## src/rtl/fib_bcd_converter.sv

```systemverilog
// Captures the Fibonacci core's result on busy fall (or a capture pulse), converts it
// to packed BCD with a serial double-dabble engine and offers it on valid/ready.

module fib_bcd_add3 (
    input  logic [3:0] d,
    output logic [3:0] q
);
    assign q = (d >= 4'd5) ? d + 4'd3 : d;
endmodule

module fib_bcd_converter #(
    parameter int WIDTH  = 8,
    parameter int DIGITS = 3
) (
    input  logic                  clk,
    input  logic                  rst,
    input  logic [WIDTH-1:0]      bin_in,
    input  logic                  busy_in,
    input  logic                  capture,
    output logic [4*DIGITS-1:0]   bcd_out,
    output logic                  valid,
    input  logic                  ready,
    output logic                  conv_busy,
    output logic                  overrun
);
    localparam int AW = 4 * DIGITS;
    localparam int CW = $clog2(WIDTH + 1);
    localparam logic [CW-1:0] LAST = CW'(WIDTH - 1);

    typedef enum logic [1:0] {IDLE, CONVERT, HOLD} state_t;

    state_t          state, state_n;
    logic            busy_q;
    logic [WIDTH-1:0] sh;
    logic [AW-1:0]   acc, adj;
    logic [CW-1:0]   cnt;
    logic            trigger, load, done, drop;

    assign trigger   = (busy_q & ~busy_in) | capture;
    assign conv_busy = (state == CONVERT);

    // Per-digit correction; digits never carry into each other.
    genvar g;
    generate
        for (g = 0; g < DIGITS; g++) begin : g_dig
            fib_bcd_add3 u_add3 (.d(acc[4*g +: 4]), .q(adj[4*g +: 4]));
        end
    endgenerate

    always_ff @(posedge clk or posedge rst) begin
        if (rst) state <= IDLE;
        else     state <= state_n;
    end

    always_comb begin
        state_n = state;
        load    = 1'b0;
        done    = 1'b0;
        drop    = 1'b0;
        case (state)
            IDLE: if (trigger) begin
                load    = 1'b1;
                state_n = CONVERT;
            end
            CONVERT: begin
                drop = trigger;
                if (cnt == LAST) begin
                    done    = 1'b1;
                    state_n = HOLD;
                end
            end
            HOLD: begin
                // A trigger coinciding with the handshake is a seamless restart.
                if (ready) begin
                    if (trigger) begin
                        load    = 1'b1;
                        state_n = CONVERT;
                    end else begin
                        state_n = IDLE;
                    end
                end else begin
                    drop = trigger;
                end
            end
            default: state_n = IDLE;
        endcase
    end

    always_ff @(posedge clk or posedge rst) begin
        if (rst) begin
            busy_q  <= 1'b0;
            sh      <= '0;
            acc     <= '0;
            cnt     <= '0;
            bcd_out <= '0;
            valid   <= 1'b0;
            overrun <= 1'b0;
        end else begin
            busy_q <= busy_in;
            if (drop) overrun <= 1'b1;
            if (load) begin
                sh  <= bin_in;
                acc <= '0;
                cnt <= '0;
            end else if (state == CONVERT) begin
                acc <= {adj[AW-2:0], sh[WIDTH-1]};
                sh  <= {sh[WIDTH-2:0], 1'b0};
                cnt <= cnt + 1'b1;
            end
            if (done) begin
                bcd_out <= {adj[AW-2:0], sh[WIDTH-1]};
                valid   <= 1'b1;
            end else if (state == HOLD && ready) begin
                valid <= 1'b0;
            end
        end
    end
endmodule

```

## config.mk

```make
export PLATFORM = sky130hd
export DESIGN_NAME = fib_bcd_converter
export DESIGN_NICKNAME = d
export VERILOG_FILES = /design/src/rtl/fib_bcd_converter.sv
export SDC_FILE = /design/constraint.sdc
export NUM_CORES = 1
export LEC_CHECK = 0
export ABC_AREA = 1
export ABC_CLOCK_PERIOD_IN_PS = 3200
export CORE_UTILIZATION = 59
export DETAILED_ROUTE_END_ITERATION = 10
export PLACE_DENSITY = 0.85
export SYNTH_ARGS = -nofsm -noshare
export SYNTH_HDL_FRONTEND = slang
export SYNTH_SLANG_ARGS = --single-unit
```

## constraint.sdc

```tcl
create_clock -name clk -period 3.2 [get_ports clk]
set_input_delay 0.96 -clock clk [delete_from_list [all_inputs] [get_ports clk]]
set_output_delay 0.96 -clock clk [all_outputs]
set_load 0.03 [all_outputs]
```

# Word level (Yosys, flattened, before mapping)
# Index checks and enable logic that the tools add are counted.
word_totals:
  reg_bits: 41
  wordCells: 52
op_classes:
  n_addsub: 4
  n_lt_le_gt_ge: 3
  eq_ne: 6
  mux: 23
  bitwise_logic: 3
  reduce_logical: 5
ops:
  columns: ["op", "n"]
  rows:
  - ["two-way mux 12 bit", 2]
  - ["two-way mux 4 bit", 4]
  - ["two-way mux 8 bit", 2]
  - [">= comparator 4 x 3 -> 1 bit, second input constant", 3]
  - ["adder 4 x 2 -> 4 bit, second input constant", 2]
  - ["two-way mux 1 bit", 8]
  - ["two-way mux 2 bit", 3]
  - ["case mux 2 bit (3 select lines)", 1]
  - ["adder 4 x 1 -> 4 bit, second input constant", 1]
  - ["== test 4 x 3 -> 1 bit, second input constant", 1]
  - ["inequality test 2 bit, second input constant", 2]
  - ["case mux 1 bit (2 select lines)", 2]
  - ["nonzero test 2 bit", 2]
  - ["adder 3 x 2 -> 3 bit, second input constant", 1]
  - ["two-way mux 3 bit", 1]
  - ["AND reduction 3 bit", 1]
  - ["== test 2 x 1 -> 1 bit, second input constant", 1]
  - ["== test 2 bit, second input constant", 1]
  - ["zero test 2 bit", 1]
  - ["inequality test 2 x 1 -> 1 bit, second input constant", 1]
  - ["bitwise AND 1 bit", 1]
  - ["logical AND 1 bit", 1]
  - ["NOT 1 bit", 1]
  - ["bitwise OR 1 bit", 1]

# Depth between registers and ports, before layout
depth:
  depth_word: 7
  ltp_mapped: 10

# Hierarchy
# From an unflattened synthesis, not the netlist that was laid out.
hier_totals:
  hier_cells: 292
  area_unflattened_um2: 2367.3
modules_own_cells:
  columns: ["module", "instances", "cells_per_inst", "area_each_um2", "seq_area_each_um2"]
  rows:
  - ["fib_bcd_converter", 1, 223, 1961.9, 1026.0]
  - ["fib_bcd_add3", 3, 23, 135.1, 0.0]

# Worst setup path after synthesis
# OpenSTA, ideal clock, no wires.
synth_path:
  kind: "register to output"
  start: "register state[1]"
  end: "output port conv_busy"
  t_arrival_ns: 0.833
  required_time_ns: 2.240
  path_slack_ns: 1.407
  stages_incl_launch_ff: 3
  n_path_buf: 0
  path_cell_list: "dfrtp_1 inv_1 ha_1"
synth_via:
  elab_chain_len: 1
synth_rtl:
  columns: ["element", "line", "rtl"]
  rows:
  - ["start: declaration", "32", "state_t state, state_n;"]
  - ["start signal: assignment", "52", "else state <= state_n;"]
  - ["== test 2 x 1 -> 1 bit", "40", "assign conv_busy = (state == CONVERT);"]
  - ["end: declaration", "23", "output logic conv_busy,"]
# No other way between the ends.

# Worst setup path after layout
# Ends and elaborated chain as after synthesis.

==> results.py <==
metrics = {
    "critical_path": {
        "worstPathArrival_ps": 1720,
        "path_delay_family": "buffers and inverters",
        "startpoint_type": "flip-flop",
        "critical_path_class": "flip-flop to output pin",
        "max_stage_delay_ps": 670,
        "cp_max_fo": 4,
        "crit_buf_inv": 2,
        "crit_chain": "inv_1 -> ha_1 -> clkdlybuf4s50_1",
        "cp_slowest_cell": "clkdlybuf4s50_1",
        "endpoint_kind": "output pin",
        "required_ps": 2240,
    },
    "yosys": {
        "yosys-top-cells-area": "dfrtp_1 48%, nand2_1 21%, ha_1 6.4%",
        "synthCells": 273,
        "synth.avg_cell_area_um2": 7.85,
        "synth-main-ff-cell": "dfrtp_1",
        "synth-compound-area-share": 0.0485,
        "synth_enable_flop_cells": 0,
        "synth_top_family_by_area": "simple AND/OR/NAND/NOR gates",
        "ys_types": 24,
        "synthXorXnorAreaFrac": 0.00409,
        "ys_ff_latch": 41,
        "synth_largest_area_cell": "dfrtp_1",
        "synthAdderAreaFrac": 0.0643,
        "synth-simple-area-share": 0.316,
        "synthMuxAreaShare": 0,
        "synthesis.area_um2": 2140,
        "yosys_warnings": 0,
        "yosys.area.top_type_share": 0.479,
        "synthTopCellsByCount": "118 x nand2_1, 41 x dfrtp_1, 29 x inv_1",
        "synth.most_common_cell": "nand2_1",
        "ys_seq_area_frac": 0.479,
        "syn-num-nets": 297,
        "async_flop_share": 1.00,
    },
    "placement": {
        "place_congestion": 0.833,
        "dp_hpwl_mm": 2.95,
        "dp_cells": 341,
        "portBuffers": 27,
        "place_ws_ps": 765,
    },
    "min_path": {
        "min_path_type": "flip-flop to flip-flop",
    },
    "layout": {
        "area_delta_synth_final_pct": 17.0,
        "instances_no_fill": 349,
        "n_fill_cell": 267,
        "final_layout_size_suffix_gt1_frac": 0.0792,
        "layout.area.seq_um2": 1030,
        "diodes": 0,
        "multi_input_area_um2": 927,
        "fin_nets": 326,
    },
    "global_route": {
        "grt_pass1_wl_mm": 7.67,
        "antenna_found_initial": 0,
        "grt_max_degree": 42,
        "grt.total_usage": 0.249,
        "gr-total-overflow": 0,
        "grt_pass1_vias": 1775,
    },
    "floorplan": {
        "ios": 28,
        "initial_core_util": 0.627,
        "die_w_um": 62.3,
        "die_h_um": 62.3,
        "die_area_um2": 3880,
        "rows": 21,
        "core_area_um2": 3420,
    },
    "sta": {
        "skew_ps": 13.4,
        "drv_slew": 0,
        "fmax_mhz": 374,
        "slew_headroom": 0.590,
        "min_period_ps": 2680,
        "worstMarginPinSlew_ps": 615,
        "final-hold-violation-count": 0,
        "period_share": 0.836,
        "final.setup.worst_slack_ps": 525,
        "setup_viol": 0,
        "tns_ps": 0,
        "rsz0062_at_grt": "false",
    },
    "clocking": {
        "cts_tree": "built",
        "clockBufferDepth": 2,
        "clk_root_buffer_cell": "clkbuf_4",
        "cts_sinks": 41,
        "clk_pin_slew_worst_paths_ps": 120,
        "post-cts-setup-buffers": 0,
        "post_cts_resized": 0,
        "htree_levels": 2,
        "numCtsBuffers": 5,
        "clk-insertion-delay-late_ps": 360,
        "cts_hold_buffers": 0,
    },
    "routing": {
        "vias_per_cell": 5.16,
        "num_vias": 1800,
        "antenna_left": 0,
        "drt_wl_total_mm": 4.19,
        "dr.pass1.iters": 5,
        "avgRoutedWirePerCell_um": 12.0,
        "drc": 0,
        "dr.first_iter.drc_count": 94,
    },
    "status": {
        "status": "finished, final reports clean",
    },
    "pwr": {
        "power.density_nw_per_um2": 665,
        "leakage_nw": 1.34,
        "peakVddDrop_v": 0.000499,
    },
    "run": {
        "maxCapViolCount": 0,
    },
}
## metal layers
| metal | track usage | routed length (µm) | vias to the layer above |
|---|---|---|---|
| li1 | - | - | 906 |
| met1 | 0.318 | 1830 | 832 |
| met2 | 0.431 | 2090 | 54 |
| met3 | 0.0386 | 209 | 8 |
| met4 | 0.0843 | 51 | 0 |
| met5 | 0 | 0 | - |
## worst reg2reg max path, stage by stage (launching register included)
cell,delay (ps)
dfrtp_1,430
inv_1,90
ha_1,170
buf_4,190
inv_2,130
nor2_2,520
inv_2,280
nand2_1,130
o21ai_0,80
## kinds of logic after synthesis
| group | Yosys count |
|---|---|
| AO/OA/AOI/OAI | 20 |
| XOR/XNOR | 1 |
| buffers and inverters | 40 |
| adder cells (fa/ha/maj) | 11 |
| flip-flops | 41 |
| AND/OR/NAND/NOR | 160 |
## final timing paths
check                             endpoint     start  cells past startpoint  slack, ps
worst min register to register      acc[0]     sh[7]                      2        480
min in group asynchronous       bcd_out[4]       rst                      3       1020
worst max-delay path             conv_busy  state[1]                      3        520
worst max register to register  bcd_out[0]  state[1]                      8       1080
max in group asynchronous         state[1]       rst                      3       1830
worst min-delay path                acc[0]     sh[7]                      2        480
## area by class of cell
type | instances | share of cell area
flip-flops and latches | 41 | 0.409
multi-input cells | 192 | 0.370
repair buffers | 29 | 0.114
inverters | 33 | 0.0504
well taps | 46 | 0.0230
clock inverters | 3 | 0.0185
clock buffers | 5 | 0.0150
## flip-flops by register name, indices dropped and copies added, names as in the netlist
| signal | cells |
|---|---|
| sh | 8 |
| overrun | 1 |
| acc | 12 |
| valid | 1 |
| bcd_out | 12 |
| state | 2 |
| busy_q | 1 |
| cnt | 4 |
## where the power goes
group	internal, mW	leakage (nW)	total [mW]	switching, mW
combinational	0.217	0.746	0.619	0.402
sequential	0.621	0.547	0.705	0.0837
clock	0.165	0.0414	0.342	0.176
total	1.00	1.34	1.67	0.662
## metrics by stage
step | total power [mW] | instance area [µm²] | hold WS, ps | util
6_report | 1.67 | 2510 | 479 | 0.734
5_1_grt | 1.80 | 2510 | 516 | 0.734
4_1_cts | 1.68 | 2510 | 486 | 0.734
3_5_place_dp | 1.33 | 2420 | 461 | 0.709
3_3_place_gp | 1.31 | 2420 | 451 | 0.709
2_1_floorplan | 1.21 | 2140 | 442 | -
## cells in the final DEF, fill, tap and decap left out, drive strengths merged
cell type	n
o21ai	12
xnor2	1
clkinvlp	1
bufinv	1
buf	2
and3	1
nand2	124
ha	11
nand3	26
dfrtp	41
clkbuf	5
nor3	3
a21oi	7
clkdlybuf4s50	27
a31o	1
inv	33
nand4	1
clkinv	1
nor2	5
(Power assumes the default switching activity.)
